$ cat config.mk
export PLATFORM = sky130hd
export DESIGN_NAME = zl_rs_encoder_ilv
export DESIGN_NICKNAME = d
export VERILOG_FILES = /design/src/rtl/zl_rs_encoder_ilv.sv
export SDC_FILE = /design/constraint.sdc
export NUM_CORES = 1
export LEC_CHECK = 0
export ABC_AREA = 1
export CORE_MARGIN = 1.5
export CORE_UTILIZATION = 43
export DETAILED_ROUTE_END_ITERATION = 12
export PLACE_DENSITY = 0.77
export SLEW_MARGIN = 10
export SYNTH_ARGS = -nofsm -noshare
export SYNTH_HDL_FRONTEND = slang
export SYNTH_SLANG_ARGS = --single-unit
$ cat constraint.sdc
create_clock -name clk -period 1.41 [get_ports clk]
set_clock_uncertainty 0.15 [all_clocks]
set_input_delay 0.2115 -clock clk [delete_from_list [all_inputs] [get_ports clk]]
set_output_delay 0.2115 -clock clk [all_outputs]
set_load 0.01 [all_outputs]
$ cat src/rtl/zl_rs_encoder_ilv.sv
// Symbol-interleaved RS(N,K) encoder: I channel LFSRs share one GF multiplier bank.
// Optional ZL_RS_ENC_FRAME_FLAGS_EN adds data_out_sof/data_out_eof frame markers.
module zl_rs_encoder_ilv #(
    parameter int unsigned N = 204,
    parameter int unsigned K = 188,
    parameter int unsigned M = 8,
    parameter int unsigned I = 2,
    parameter logic [(N-K)*M-1:0] G_x = '0,
    parameter logic [M:0] Gf_poly = '0
) (
    input  logic         clk,
    input  logic         rst_n,
    input  logic         data_in_req,
    output logic         data_in_ack,
    input  logic [M-1:0] data_in,
    output logic         data_out_req,
    input  logic         data_out_ack,
    output logic [M-1:0] data_out
`ifdef ZL_RS_ENC_FRAME_FLAGS_EN
    ,
    output logic         data_out_sof,
    output logic         data_out_eof
`endif
);

    localparam int unsigned P  = N - K;
    localparam int unsigned CW = (I > 1) ? $clog2(I) : 1;
    localparam int unsigned SW = (N > 1) ? $clog2(N) : 1;

    logic [CW-1:0] ch_q;
    logic [SW-1:0] sym_q;
    logic [M-1:0]  lfsr_q  [I][P];
    logic [M-1:0]  sel_row [P];
    logic [M-1:0]  lfsr_d  [P];
    logic [M-1:0]  fb;
    logic          is_data;
    logic          xfer;

    function automatic logic [M-1:0] gf_mul(input logic [M-1:0] a, input logic [M-1:0] b);
        logic [M-1:0] acc;
        logic [M-1:0] aa;
        acc = '0;
        aa  = a;
        for (int i = 0; i < int'(M); i++) begin
            if (b[i]) acc = acc ^ aa;
            aa = aa[M-1] ? ((aa << 1) ^ Gf_poly[M-1:0]) : (aa << 1);
        end
        return acc;
    endfunction

    assign is_data      = (sym_q < SW'(K));
    assign data_out_req = is_data ? data_in_req : 1'b1;
    assign data_in_ack  = data_out_ack & is_data & data_in_req;
    assign xfer         = data_out_req & data_out_ack;
    assign data_out     = is_data ? data_in : sel_row[P-1];

    // Single multiplier bank: only the active channel's row is routed through it.
    always_comb begin
        sel_row = '{default: '0};
        for (int c = 0; c < int'(I); c++) begin
            if (ch_q == CW'(c)) sel_row = lfsr_q[c];
        end
        fb = is_data ? (sel_row[P-1] ^ data_in) : '0;
        lfsr_d[0] = gf_mul(fb, G_x[0 +: M]);
        for (int j = 1; j < int'(P); j++) begin
            lfsr_d[j] = sel_row[j-1] ^ gf_mul(fb, G_x[j*M +: M]);
        end
    end

    // Parity phase feeds back zero, so every LFSR is empty again when the block wraps.
    always_ff @(posedge clk) begin
        if (!rst_n) begin
            ch_q  <= '0;
            sym_q <= '0;
            for (int c = 0; c < int'(I); c++) begin
                for (int j = 0; j < int'(P); j++) begin
                    lfsr_q[c][j] <= '0;
                end
            end
        end else if (xfer) begin
            for (int c = 0; c < int'(I); c++) begin
                if (ch_q == CW'(c)) lfsr_q[c] <= lfsr_d;
            end
            if (ch_q == CW'(I - 1)) begin
                ch_q  <= '0;
                sym_q <= (sym_q == SW'(N - 1)) ? '0 : sym_q + 1'b1;
            end else begin
                ch_q <= ch_q + 1'b1;
            end
        end
    end

`ifdef ZL_RS_ENC_FRAME_FLAGS_EN
    assign data_out_sof = data_out_req & (sym_q == '0) & (ch_q == '0);
    assign data_out_eof = data_out_req & (sym_q == SW'(N - 1)) & (ch_q == CW'(I - 1));
`endif

endmodule
==> flow_summary.toml <==
[global_routing]
grt_usage_pct = 22.7
grt_max_degree = 11
grt_first_pass_wirelength_mm = 3.08
grt_pass1_vias = 775
antenna_found_initial = 0
overflow = 0

[routing]
firstDrtPassIters = 4
first_iter_violations = 15
vias = 819
routed_via_density = 4.90
wire_per_inst_um = 11.0
drtAntennaViolNets = 0
wirelength_mm = 1.85
drc_errors = 0

[cells_and_area]
diodes = 0
num-nets-final = 166
fin_cells = 167
fillCellCount = 121
fin_area_mm2 = 0.00103
syn_to_final_growth_pct = 56.8
layout_commonest_cell = "nand2_1"
drive_above_1_share_pct = 30.3
final_cell_mix = "30 x nand2_1, 22 x inv_1, 21 x nor2_1"

[power]
p_leak_nw = 0.574
power_density_mw_per_mm2 = 585
power_w = 0.000600
peakVddDrop_mv = 0.479

[sta]
final.min_clock_period_ps = 1520
final.setup.worst_slack_ps = -109
finalHoldViolCount = 0
tightest_slew_ps = 322
rsz0062_at_grt = "true"
max_slew_margin_pct = 78.5
max_freq_mhz = 658
period_share_pct = 108
finalSetupViolCount = 19
tns_ps = -1200
maxSlewViolCount = 0

[synth]
synth_cell_type_count = 15
yosys_warnings = 0
postSynthAreaPerCell_um2 = 5.69
syn_area_um2 = 654
seq_area_frac_synth_pct = 27.5
synth_cells = 115
syn-num-nets = 128
ys_seq_elements = 9

[clocking]
ctsHoldBuffers = 0
cts_htree_levels = 1
path_clk_slew_ps = 60
cts-root-buf = "clkbuf_4"
clockBufferDepth = 2
cts_tree = "done"
cts_buffers = 3
post-cts-setup-buffers = 0
clock_latency_ps = 270
cts_sinks = 9

[worst_setup_path]
endpoint_kind = "primary output"
critical_path_class = "reg -> out"
cp_max_fo = 3
cp_data_arrival_time_ps = 1160
crit_required_ps = 1050
critPathLaunchType = "flip-flop"

[placement]
place_congestion = 0.910
portBuffers = 21
place_hpwl_mm = 1.28
dpl_cell_area_um2 = 966
dp.cells = 161

[floorplan]
ios = 22
fp-row-count = 13
core_mm2 = 0.00137
die_height_um = 42.0
dieArea_mm2 = 0.00176
initial_utilization_pct = 47.9
die_width_um = 42.0

[status]
violations = "setup timing"
status = "finished, violations left"

[job]
maxCapViolCount = 0

[hold_path]
hp-class = "reg -> reg"
[worst max-delay path, cell delays in order (launching register included)]
cell,delay [ps]
dfxtp_2,360
nand2_2,70
nor2_4,100
nand2_4,80
buf_6,120
nand3_4,60
buf_6,100
[cell families after synthesis]
logic type	synth area share (%)
fa+ha+maj	1.91
flops	27.5
compound gates	4.97
buf+inv	16.1
simple gates	49.5
[synth_stat cells]
cell | instances | area share (%)
inv_2 | 1 | 0.57
a21oi_1 | 4 | 3.1
nand4_1 | 7 | 6.7
nand3_1 | 3 | 2.3
buf_2 | 3 | 2.3
a21boi_0 | 1 | 1.1
o21ai_0 | 1 | 0.76
nand3_4 | 2 | 5.4
nand2_1 | 35 | 20
dfxtp_1 | 9 | 28
nor2_2 | 1 | 0.96
nor2_1 | 23 | 13
ha_1 | 1 | 1.9
inv_1 | 23 | 13
nand2_2 | 1 | 0.96
[state kept, by name, summed over array words and instances (netlist names)]
name,flops
sym_q,8
ch_q,1
[final cells by class]
class / count / area [µm²] / area share (%)
multi-input combinational: 81 / 434 / 42.3
timing repair buffer: 34 / 272 / 26.5
inverter: 24 / 90.1 / 8.78
clock buffer: 4 / 26.3 / 2.56
tap: 15 / 18.8 / 1.83
sequential: 9 / 185 / 18.0
[worst paths after layout]
check	startpoint	to	slack, ps	depth (start not counted)
setup / recovery	sym_q[7]	data_out_req	-110	6
hold / removal	sym_q[7]	sym_q[7]	430	4
setup reg to reg	sym_q[7]	sym_q[4]	-80	10
hold reg to reg	sym_q[7]	sym_q[7]	430	4
[metrics by stage]
stage	hold WS (ps)	utilization (%)	setup WS (ps)
floorplan	317	-	135
global placement	396	70.7	-325
detailed placement	412	70.7	-344
CTS	417	73.7	-151
global route	446	75.1	-172
finish	427	75.1	-109
[where the power goes]
part | switching (W) | internal, W | total, W
sequential | 0.00000795 | 0.000261 | 0.000269
combinational | 0.0000602 | 0.0000668 | 0.000127
clock | 0.0000951 | 0.000109 | 0.000204
[repair_timing]
action | in CTS | in global routing
cloned | 2 | 0
gates resized for setup | 55 | 6
pin swaps | 4 | 5
setup endpoints to repair | 18 | 19
[per-layer routing]
metal / up-vias / wire (µm) / GRT usage [%]
met5: - / 0 / 0
met4: 0 / 40 / 12.5
met3: 5 / 138 / 4.31
met2: 31 / 927 / 43.1
met1: 359 / 738 / 22.8
li1: 424 / - / -
No activity file was read; power rests on OpenSTA's default activity.
